[config.mk]
export PLATFORM = sky130hd
export DESIGN_NAME = mem_port_arbiter
export DESIGN_NICKNAME = d
export VERILOG_FILES = /design/src/rtl/mem_port_arbiter.sv
export SDC_FILE = /design/constraint.sdc
export NUM_CORES = 1
export LEC_CHECK = 0
export ABC_AREA = 1
export BUFFER_PORTS_ARGS = -buffer_cell sky130_fd_sc_hd__clkbuf_2
export CAP_MARGIN = 20
export CORE_AREA = 5 5 198 200
export DETAILED_ROUTE_END_ITERATION = 12
export DIE_AREA = 0 0 203 205
export SYNTH_ARGS = -nofsm -noshare
export SYNTH_HDL_FRONTEND = slang
export SYNTH_SLANG_ARGS = --single-unit
[constraint.sdc]
create_clock -name clock -period 1.45 [get_ports clock]
set_clock_uncertainty 0.05 [all_clocks]
set_input_delay 0.145 -clock clock [delete_from_list [all_inputs] [get_ports clock]]
set_output_delay 0.145 -clock clock [all_outputs]
set_load 0.1 [all_outputs]
[src/rtl/mem_port_arbiter.sv]
// mem_port_arbiter
//
// Shares the single 64-bit memory port between the instruction fetch unit
// (IFU) and the load/store unit (LSU). Exactly one transaction is in flight
// at a time: a requester is granted in IDLE, the request is presented on the
// memory port until accepted, the response (or a timeout) is captured, and a
// one-cycle response pulse is returned to the requester that owns it.
//
// Parameters
//   RR          : 1 = round-robin between IFU and LSU, 0 = LSU always wins ties
//   MEM_LAT_MAX : WAIT-state cycle limit before a timeout response (1..256)
//
// Ports
//   clock, reset             : system clock, synchronous active-high reset
//   ifu_req_* / ifu_resp_*   : fetch request (PC) and selected 32-bit instruction
//   lsu_req_* / lsu_resp_*   : load/store request and 64-bit read data
//   mem_req_* / mem_resp_*   : shared physical memory port (8-byte aligned)
//   busy                     : high whenever the arbiter is not in IDLE
//
// state | meaning
// ------+-------------------------------------------------------------
// IDLE  | no transaction; grant at most one requester this cycle
// ISSUE | mem_req_valid high with latched fields, waiting for mem_req_ready
// WAIT  | request accepted, counting cycles until response or timeout
// RESP  | one-cycle response pulse to the owner, then back to IDLE

module mem_port_arbiter #(
    parameter int RR          = 1,
    parameter int MEM_LAT_MAX = 255
) (
    input  logic        clock,
    input  logic        reset,

    input  logic        ifu_req_valid,
    output logic        ifu_req_ready,
    input  logic [63:0] ifu_req_addr,
    output logic        ifu_resp_valid,
    output logic [31:0] ifu_resp_inst,
    output logic        ifu_resp_err,

    input  logic        lsu_req_valid,
    output logic        lsu_req_ready,
    input  logic [63:0] lsu_req_addr,
    input  logic        lsu_req_wen,
    input  logic [63:0] lsu_req_wdata,
    input  logic [7:0]  lsu_req_wmask,
    output logic        lsu_resp_valid,
    output logic [63:0] lsu_resp_rdata,
    output logic        lsu_resp_err,

    output logic        mem_req_valid,
    input  logic        mem_req_ready,
    output logic [63:0] mem_req_addr,
    output logic        mem_req_wen,
    output logic [63:0] mem_req_wdata,
    output logic [7:0]  mem_req_wmask,
    input  logic        mem_resp_valid,
    input  logic [63:0] mem_resp_rdata,

    output logic        busy
);

    typedef enum logic [1:0] {
        IDLE  = 2'd0,
        ISSUE = 2'd1,
        WAIT  = 2'd2,
        RESP  = 2'd3
    } state_t;

    localparam logic OWN_IFU = 1'b0;
    localparam logic OWN_LSU = 1'b1;

    // WAIT counter starts at 0 in the first WAIT cycle, so the timeout fires
    // in the MEM_LAT_MAX-th WAIT cycle.
    localparam logic [7:0] LAT_TC = 8'(MEM_LAT_MAX - 1);

    state_t       state;
    state_t       state_nxt;
    logic         owner;
    logic         last_grant;
    logic [63:2]  lat_addr;
    logic         lat_wen;
    logic [63:0]  lat_wdata;
    logic [7:0]   lat_wmask;
    logic [63:0]  rdata;
    logic         err;
    logic [7:0]   wait_cnt;

    logic         grant_ifu;
    logic         grant_lsu;
    logic         take_resp;
    logic         take_tmo;

    // Byte offset within a 32-bit word is irrelevant to an 8-byte port.
    logic         unused_addr_lsbs;
    assign unused_addr_lsbs = ^{ifu_req_addr[1:0], lsu_req_addr[1:0]};

    always_ff @(posedge clock) begin
        if (reset) begin
            state <= IDLE;
        end else begin
            state <= state_nxt;
        end
    end

    always_comb begin
        state_nxt = state;
        grant_ifu = 1'b0;
        grant_lsu = 1'b0;
        take_resp = 1'b0;
        take_tmo  = 1'b0;
        case (state)
            IDLE: begin
                // No grant while reset is held: it would be discarded anyway.
                if (!reset) begin
                    if (ifu_req_valid && lsu_req_valid) begin
                        if ((RR != 0) && (last_grant == OWN_LSU)) begin
                            grant_ifu = 1'b1;
                        end else begin
                            grant_lsu = 1'b1;
                        end
                    end else if (ifu_req_valid) begin
                        grant_ifu = 1'b1;
                    end else if (lsu_req_valid) begin
                        grant_lsu = 1'b1;
                    end
                end
                if (grant_ifu || grant_lsu) begin
                    state_nxt = ISSUE;
                end
            end
            ISSUE: begin
                if (mem_req_ready) begin
                    state_nxt = WAIT;
                end
            end
            WAIT: begin
                // A response arriving in the timeout cycle still wins.
                if (mem_resp_valid) begin
                    take_resp = 1'b1;
                    state_nxt = RESP;
                end else if (wait_cnt == LAT_TC) begin
                    take_tmo  = 1'b1;
                    state_nxt = RESP;
                end
            end
            RESP: begin
                state_nxt = IDLE;
            end
            default: begin
                state_nxt = IDLE;
            end
        endcase
    end

    always_ff @(posedge clock) begin
        if (reset) begin
            owner      <= OWN_IFU;
            last_grant <= OWN_LSU;
            lat_addr   <= '0;
            lat_wen    <= 1'b0;
            lat_wdata  <= '0;
            lat_wmask  <= '0;
            rdata      <= '0;
            err        <= 1'b0;
            wait_cnt   <= '0;
        end else begin
            if (grant_ifu || grant_lsu) begin
                owner      <= grant_lsu;
                last_grant <= grant_lsu;
                lat_addr   <= grant_lsu ? lsu_req_addr[63:2] : ifu_req_addr[63:2];
                lat_wen    <= grant_lsu & lsu_req_wen;
                lat_wdata  <= grant_lsu ? lsu_req_wdata : '0;
                lat_wmask  <= grant_lsu ? lsu_req_wmask : '0;
                err        <= 1'b0;
            end

            if ((state == ISSUE) && mem_req_ready) begin
                wait_cnt <= '0;
            end else if (state == WAIT) begin
                wait_cnt <= wait_cnt + 8'd1;
            end

            if (take_resp) begin
                rdata <= mem_resp_rdata;
                err   <= 1'b0;
            end else if (take_tmo) begin
                rdata <= '0;
                err   <= 1'b1;
            end
        end
    end

    assign ifu_req_ready  = grant_ifu;
    assign lsu_req_ready  = grant_lsu;
    assign busy           = (state != IDLE);

    assign mem_req_valid  = (state == ISSUE);
    assign mem_req_addr   = {lat_addr[63:3], 3'b000};
    assign mem_req_wen    = lat_wen;
    assign mem_req_wdata  = lat_wdata;
    assign mem_req_wmask  = lat_wmask;

    assign ifu_resp_valid = (state == RESP) && (owner == OWN_IFU) && !reset;
    assign ifu_resp_inst  = !ifu_resp_valid ? 32'd0 :
                            lat_addr[2]     ? rdata[63:32] : rdata[31:0];
    assign ifu_resp_err   = ifu_resp_valid & err;

    assign lsu_resp_valid = (state == RESP) && (owner == OWN_LSU) && !reset;
    assign lsu_resp_rdata = (lsu_resp_valid && !lat_wen) ? rdata : 64'd0;
    assign lsu_resp_err   = lsu_resp_valid & err;

endmodule
### Yosys cells after proc, flatten, opt, wreduce, memory -nomap -nowiden

Index checks and enable logic that the tools add are counted.

* bits in registers: 212
* latch bits: 0
* RAM bits: 0
* ROM bits: 0
* bits of input ports: 271
* memories: 0

* add/subtract/negate cells: 1
* multiply operators: 0
* divide/modulo/power cells: 0
* order comparisons: 0
* equal/unequal tests: 7
* shift operators: 0
* multiplexer cells: 33
* bitwise operators: 4
* reduce and logical (&&, ||, !) cells: 18

Operators by type and width (count)
* two-way mux 64 bit: 4
* two-way mux 32 bit: 2
* two-way mux 62 bit: 1
* two-way mux 1 bit: 20
* adder 8 x 1 -> 8 bit, second input constant: 1
* == test 8 bit, second input constant: 1
* two-way mux 2 bit: 4
* two-way mux 8 bit: 1
* one-hot mux 2 bit (4 select lines): 1
* logical AND 1 bit: 7
* nonzero test 2 bit: 3
* == test 2 bit, second input constant: 2
* OR reduction 2 bit: 2
* AND 1 bit: 3
* inequality test 3 bit, second input constant: 1
* AND reduction 3 bit: 1
* == test 2 x 1 -> 1 bit, second input constant: 1
* logical NOT 1 bit: 2
* logical NOT 2 bit: 1
* logical OR 1 bit: 2
* inequality test 2 x 1 -> 1 bit, second input constant: 1
* inequality test 2 bit, second input constant: 1
* inverter 1 bit: 1

### Logic depth before layout (Yosys ltp)

Gate-level depths: netlist of the first run.

* word-level depth: 9
* depth in mapped cells: 10

### Least setup slack after synthesis of the first run

OpenSTA, ideal clock, no wires.

* kind: flip-flop to output port
* start point: reg state[0]
* end point: out ifu_resp_inst[10]
* arrival: 4583 ps
* required time: 1255 ps
* path slack: -3328 ps
* stages on the path, launching flop included: 7
* path buffers: 1
* cells stage by stage: dfxtp_1 > ha_1 > inv_1 > nor3_1 > inv_1 > clkbuf_1 > nor2_1

* cells in the longest elaborated chain, start to end: 4

Ends and longest elaborated chain
* start, declared: line 77 `state_t state;`
* start signal, assigned: line 102 `state <= state_nxt;`
* == test 2 bit: line 204 `assign ifu_resp_valid = (state == RESP) && (owner == OWN_IFU) && !reset;`
* logical AND 1 bit (2 in a row): line 204
* via ifu_resp_valid: line 37 `output logic ifu_resp_valid,`
* two-way mux 32 bit: line 205 `assign ifu_resp_inst = !ifu_resp_valid ? 32'd0 :`
* end, declared: line 38 `output logic [31:0] ifu_resp_inst,`

The timed path passes the listed nets, and every way through them passes these cells.

### Worst setup path in the final report of the first run

* start point: reg state[1]
* end point: out lsu_resp_rdata[62]

* cells in the longest elaborated chain, start to end: 5

Ends and longest elaborated chain
* == test 2 bit: line 209 `assign lsu_resp_valid = (state == RESP) && (owner == OWN_LSU) && !reset;`
* logical AND 1 bit (2 in a row): line 209
* logical AND 1 bit: line 210 `assign lsu_resp_rdata = (lsu_resp_valid && !lat_wen) ? rdata : 64'd0;`
* two-way mux 64 bit: line 210
* end, declared: line 48 `output logic [63:0] lsu_resp_rdata,`

No other way between the ends.

==> out/metrics.csv, run 1 <==
metric,value,unit
grt total ovfl,0,
register area,0.00425,mm²
DR WL met2,25.1,mm
Initial Util,26.6,%
Synth Cell Area,0.00992,mm²
vias per inst,4.87,
sequential power share,28.4,%
synth warn,0,
Final Hold Viols,0,
Clock Tree Root,clkbuf_16,
Comb pwr share,46.9,%
Die Area,0.0416,mm²
clk sinks,212,
fin nets,2552,
overall global routing resource usage,20.8,%
measured slew at the worst slew-check pin,1.23,ns
clock-pin transition on the worst setup and hold timing paths,0.06,ns
WP data arrival,2.09,ns
crit-path max FO,19,
Critical Path Start Type,flop,
initial antenna violation count,5,
pwr dens,1170,mW/mm²
setup ws final,-0.832,ns
critical path class,flop to primary output,
max_cap viols,0,
Total Routed Length,52.6,mm
status,"finished, violations left",
H-tree levels,1,
layout cells sized above 1,42.8,%
Slew Limit Fails,0,
post-synthesis sequential area ratio,42.8,%
DRT iter0 DRCs,785,
DP HPWL,29.3,mm
# rows,71,
Final min period,2.28,ns
IO Port Bufs,504,
R2R depth,14,
Synth Register Bits,212,
clk buf depth,3,
drt drc,0,
Worst setup EP type,primary output,
period utilization,157,%
Worst VDD drop,0.988,mV
post-synthesis cell count,1483,
CTS Buf Count,25,
DP Worst Slack,-0.390,ns
violated checks,setup timing,
clock share of power,24.7,%
"CP delay by family, top",simple AND/OR/NAND/NOR gates,
RSZ-0062 raised after global routing,yes,
routed length per instance,19.0,µm
Int Power,14.1,mW
Min Hold Slack,0.155,ns
leakage,8.87,nW
CTS tree,yes,
via count,13496,
Top Metal Used,met4,
NetSw,10.6,mW
clk_lat worst skew,0.54,ns
Metal-1 WL,19.6,mm
Cell variety after synth,27,
Critical Path Stages,8,
Buf/Inv on CP,4,
Synth-to-Final Area Change,113,%
Crit-path slowest cell,dfxtp_4,
vias in the first global route,13301,
metal3 WL,4.82,mm
sw frac,42.9,%
hold path depth,7,
first-pass GRT wire length,70.5,mm
final setup vio count,440,
CP peak stage delay,0.36,ns
area of the multi-input gates,0.00593,mm²
syn_area_per_cell,6.69,µm²
drt pass-1 iters,5,
# IOs,512,
Routed Antenna Nets,0,
GPL Wtd Cong,0.872,
filler cell count,2988,
Die W,203,µm
Crit path required time,1.25,ns
largest net degree at the start of global routing,92,
relative slew slack,17.7,%
Hold Path Class,primary input to flop,
worst-path cell chain,ha_4 -> inv_2 -> nor2_4 -> inv_2 -> or2_4 -> buf_12 -> nor2_4 -> buf_12,
Die Y,205,µm
core area,0.0372,mm²
maximum clock rate,0.438,GHz
[power groups by stage]
stage	clock [mW]	sequential (mW)	combinational, mW
after floorplan	0	7.95	5.23
after global placement	0	6.98	8.04
after detailed placement	0	7.01	8.11
after CTS	6.23	6.89	9.44
after global routing	6.48	7.10	12.1
final	6.10	7.03	11.6
[layout by cell type, fill, tap and decap left out, drive strengths merged]
cell type / n
conb: 3
nor3: 5
or2: 2
ha: 7
a31oi: 1
o21a: 1
nor2: 140
xnor2: 1
nand2: 541
clkinv: 7
dfxtp: 212
a21oi: 236
clkinvlp: 2
o21ai: 3
and3: 1
dlygate4sd3: 265
buf: 250
nand3: 74
inv: 90
o211ai: 1
nand4: 4
clkbuf: 446
diode: 6
[state kept, by name (all words and copies together), names as in the netlist]
signal         flops
lat_addr          62
mem_req_wdata     64
owner              1
mem_req_wmask      8
rdata             64
state              2
err                1
wait_cnt           8
mem_req_wen        1
last_grant         1
[worst min-delay path: stages]
cell and delay (ns):
clkbuf_2 0.09, nand2_1 0.07, nand3_1 0.07, nand3_1 0.14, nand4_1 0.09, nand2_1 0.06, nor2_1 0.04
[Yosys cell counts]
cell type	instances	share of area [%]
nand2_1	540	20
a21oi_1	236	12
dfxtp_1	212	43
nor2_1	138	5.2
inv_1	85	3.2
nand3_1	73	3.7
buf_4	69	5.2
clkbuf_1	40	1.5
buf_2	39	2.0
buf_6	12	1.4
ha_1	7	0.88
nor3_1	5	0.25
buf_1	4	0.15
inv_2	4	0.15
nand4_1	4	0.25
o21ai_0	3	0.15
nor2_2	2	0.13
a31oi_1	1	0.063
and3_1	1	0.063
conb_1	1	0.038
nand2_2	1	0.063
nand3_2	1	0.10
o211ai_1	1	0.076
o21a_1	1	0.076
or2_1	1	0.063
or2_2	1	0.063
xnor2_1	1	0.088
[final timing paths]
kind	from	end	slack [ns]
max	state[1]	lsu_resp_rdata[62]	-0.83
min	lsu_req_valid	state[1]	0.16
max reg2reg	state[1]	lat_addr[38]	-0.63
min reg2reg	err	err	0.40
[layer usage]
layer  global-route usage, %  up-vias
li1                        -     6186
met1                    24.1     6209
met2                    34.9      873
met3                    5.46      228
met4                    11.6        0
met5                       0        -
[cells by family after synthesis]
logic type / synth area share, %
buf+inv: 13.6
simple gates: 30.3
flops: 42.8
compound gates: 12.3
xor+xnor: 0.0883
fa+ha+maj: 0.883
other cells: 0.0378
[per-stage QoR]
stage          setup TNS (ns)  instances  util [%]  instance area [µm²]  power [mW]
3_3_place_gp           -64.76       2374      39.8                14800        15.0
2_1_floorplan         -154.77       1485         -                10300        13.2
6_report              -190.91       2772      56.6                21100        24.7
5_1_grt               -225.86       2771      56.6                21100        25.7
4_1_cts               -144.55       2703      51.0                19000        22.6
3_5_place_dp           -76.85       2374      39.8                14800        15.1
[repair_timing]
| item | 4_1_cts | 5_1_grt |
|---|---|---|
| hold buffers | 265 | 0 |
| buffers inserted | 10 | 31 |
| endpoints found under the hold margin | 210 | 0 |
| gates resized for setup | 117 | 297 |
| gates cloned | 9 | 35 |
| pin swaps | 6 | 10 |
| setup endpoints to repair | 436 | 438 |
[layout make-up]
cell class / instances / share of cell area [%]
Antenna cell: 6 / 0.0712
Clock buffer: 38 / 3.48
Clock inverter: 7 / 0.249
Inverter: 89 / 1.81
Multi-Input combinational cell: 1020 / 28.1
Sequential cell: 212 / 20.2
Tap cell: 474 / 2.81
Timing Repair Buffer: 923 / 43.0
Timing Repair inverter: 3 / 0.249
Note: power is estimated with default switching activity, not from simulation.
==> run 2, diff against run 1 <==
Settings changed: ABC_AREA 1 to unset.
==> run 2 against run 1 <==
The run still ends with setup timing left. Register-to-register slack worse by 0.13 ns. Critical path depth unchanged. Synthesized cell count shrank 31%. First-iteration DRC count is 8.8% lower. Largest cell class unchanged. Largest power group unchanged. Highest routed layer unchanged.
==> out/metrics.csv, run 2 <==
metric,value,unit
status,"finished, violations left",
violated checks,setup timing,
overall global routing resource usage,18.9,%
CP peak stage delay,0.34,ns
max_cap viols,0,
via count,11501,
layout cells sized above 1,52.9,%
Clock Tree Root,clkbuf_16,
Synth Cell Area,0.00912,mm²
WP data arrival,2.14,ns
Hold Startpoint,reset,
"CP delay by family, top",buffers and inverters,
Hold Path Class,primary input to flop,
Synth Register Bits,212,
Die W,203,µm
GPL Wtd Cong,0.832,
core area,0.0372,mm²
async set or reset register ratio after synthesis,0,%
critical path class,flop to primary output,
CTS Buf Count,26,
clk buf depth,3,
vias in the first global route,11381,
DP Worst Slack,-0.529,ns
clock-pin transition on the worst setup and hold timing paths,0.06,ns
origin of the critical flop-to-flop path,state[1],
Worst setup EP type,primary output,
Comb pwr share,45.0,%
Crit-path slowest cell,dfxtp_2,
Critical path origin,state[1],
Cell variety after synth,38,
initial antenna violation count,3,
register area,0.00425,mm²
Die Area,0.0416,mm²
met3 Use GR,3.77,%
pwr dens,1230,mW/mm²
clk_lat worst skew,0.54,ns
clk sinks,212,
largest cells by area after synthesis,"dfxtp_1 47%, nor2_1 7.1%, a22o_1 6.2%",
IO Port Bufs,504,
worst-path cell chain,buf_6 -> ha_4 -> and3_4 -> nor2b_4 -> buf_12 -> buf_6 -> and2_2 -> buf_12,
Slew Limit Fails,0,
area of the multi-input gates,0.00533,mm²
met2 Resource Use GR,33.6,%
first-pass GRT wire length,63.5,mm
leakage,8.71,nW
setup ws final,-0.889,ns
Routed Antenna Nets,0,
Critical Path Start Type,flop,
sequential power share,28.1,%
Min Hold Slack,0.0516,ns
NetSw,10.3,mW
Die Y,205,µm
largest net degree at the start of global routing,134,
GRT Max-Usage Layer,met2,
Main synth FF type,dfxtp_1,
global routing usage on met1,22.2,%
# rows,71,
"EDFF count, synth",0,
DRT iter0 DRCs,716,
"commonest non-fill, non-tap cell in the layout",clkbuf_2,
CTS tree,yes,
Final Hold Viols,0,
fin nets,2101,
H-tree levels,1,
Post-synth top cells,"212 x dfxtp_1, 173 x nor2_1, 140 x nand2_1, 70 x a22oi_1, 67 x buf_4",
total power,24.9,mW
RSZ-0062 raised after global routing,yes,
post-synth top area share,46.5,%
maximum clock rate,0.428,GHz
drt drc,0,
relative slew slack,39.0,%
routed length per instance,22.0,µm
Synth-to-Final Area Change,122,%
grt total ovfl,0,
most frequent cells in the layout,"385 x clkbuf_2, 264 x dlygate4sd3_1, 209 x dfxtp_1, 137 x buf_12, 129 x nor2_1",
synth warn,0,
Initial Util,24.5,%
Int Power,14.6,mW
sw frac,41.4,%
top cell type by total area after synthesis,dfxtp_1,
post-synthesis sequential area ratio,46.5,%
Worst VDD drop,0.926,mV
DP HPWL,25.6,mm
crit-path max FO,8,
measured slew at the worst slew-check pin,0.915,ns
post-synthesis cell count,1026,
top-count cell post-synth,dfxtp_1,
filler cell count,2918,
syn_area_per_cell,8.89,µm²
drt pass-1 iters,6,
vias per inst,4.96,
Buf/Inv on CP,4,
final setup vio count,439,
Total Routed Length,51.0,mm
# IOs,512,
clock share of power,26.9,%
period utilization,161,%
Crit path required time,1.25,ns
Final min period,2.34,ns
==> run 2: worst paths after layout <==
check,end,slack [ns],cells past startpoint
worst min register to register,lat_addr[45],0.43,2
worst max-delay path,lsu_resp_rdata[31],-0.89,8
worst min-delay path,state[1],0.05,5
worst max register to register,lat_addr[5],-0.76,13
==> run 2: cells by family after synthesis <==
group,synth area share [%]
flops,46.5
xor+xnor,0.576
buf+inv,10.4
other cells,0.0411
mux,3.62
simple gates,18.8
compound gates,19.1
fa+ha+maj,0.960
==> run 2: power groups by stage <==
stage / logic (mW) / registers [mW] / clock network (mW)
floorplan: 5.28 / 7.88 / 0
global placement: 7.65 / 7.02 / 0
detailed placement: 7.73 / 7.03 / 0
CTS: 9.03 / 6.92 / 6.80
global route: 11.6 / 7.04 / 7.04
finish: 11.2 / 7.00 / 6.71
==> run 2: repair_timing <==
action                                  in CTS  in global routing
hold buffers                               264                  0
cloned                                      10                 40
endpoints found under the setup margin     440                444
hold endpoints to repair                   204                  0
resized for setup                           46                305
pin swaps                                   22                155
setup buffers                               19                 27
==> run 2: layout make-up <==
class,instances,area share [%]
Timing Repair Buffer,914,45.0
Multi-Input combinational cell,658,26.3
Sequential cell,212,21.0
Clock buffer,39,3.85
Tap cell,474,2.93
Clock inverter,7,0.476
Inverter,11,0.322
Antenna cell,3,0.0371
==> run 2: metal layers <==
layer / up-vias / wire [µm] / share of wire (%)
li1: 5108 / - / -
met4: 0 / 2500 / 4.9
met5: - / 0 / 0
met3: 189 / 4320 / 8.5
met1: 5457 / 18700 / 37
met2: 747 / 25500 / 50
==> run 2: metrics by stage <==
| step | instances | TNS [ns] | cell area (µm²) | util, % |
|---|---|---|---|---|
| global placement | 1920 | -74.09 | 14000 | 37.7 |
| detailed placement | 1920 | -83.11 | 14000 | 37.7 |
| CTS | 2259 | -185.37 | 18200 | 48.8 |
| floorplan | 1028 | -66.40 | 9670 | - |
| global route | 2318 | -217.89 | 20200 | 54.3 |
| finish | 2318 | -190.38 | 20200 | 54.3 |
==> run 2: worst min-delay path: cells and delay by family <==
family / cells / cell delay [ns]
buffers and inverters: 3 / 0.33
and+or+nand+nor: 1 / 0.07
muxes: 1 / 0.05
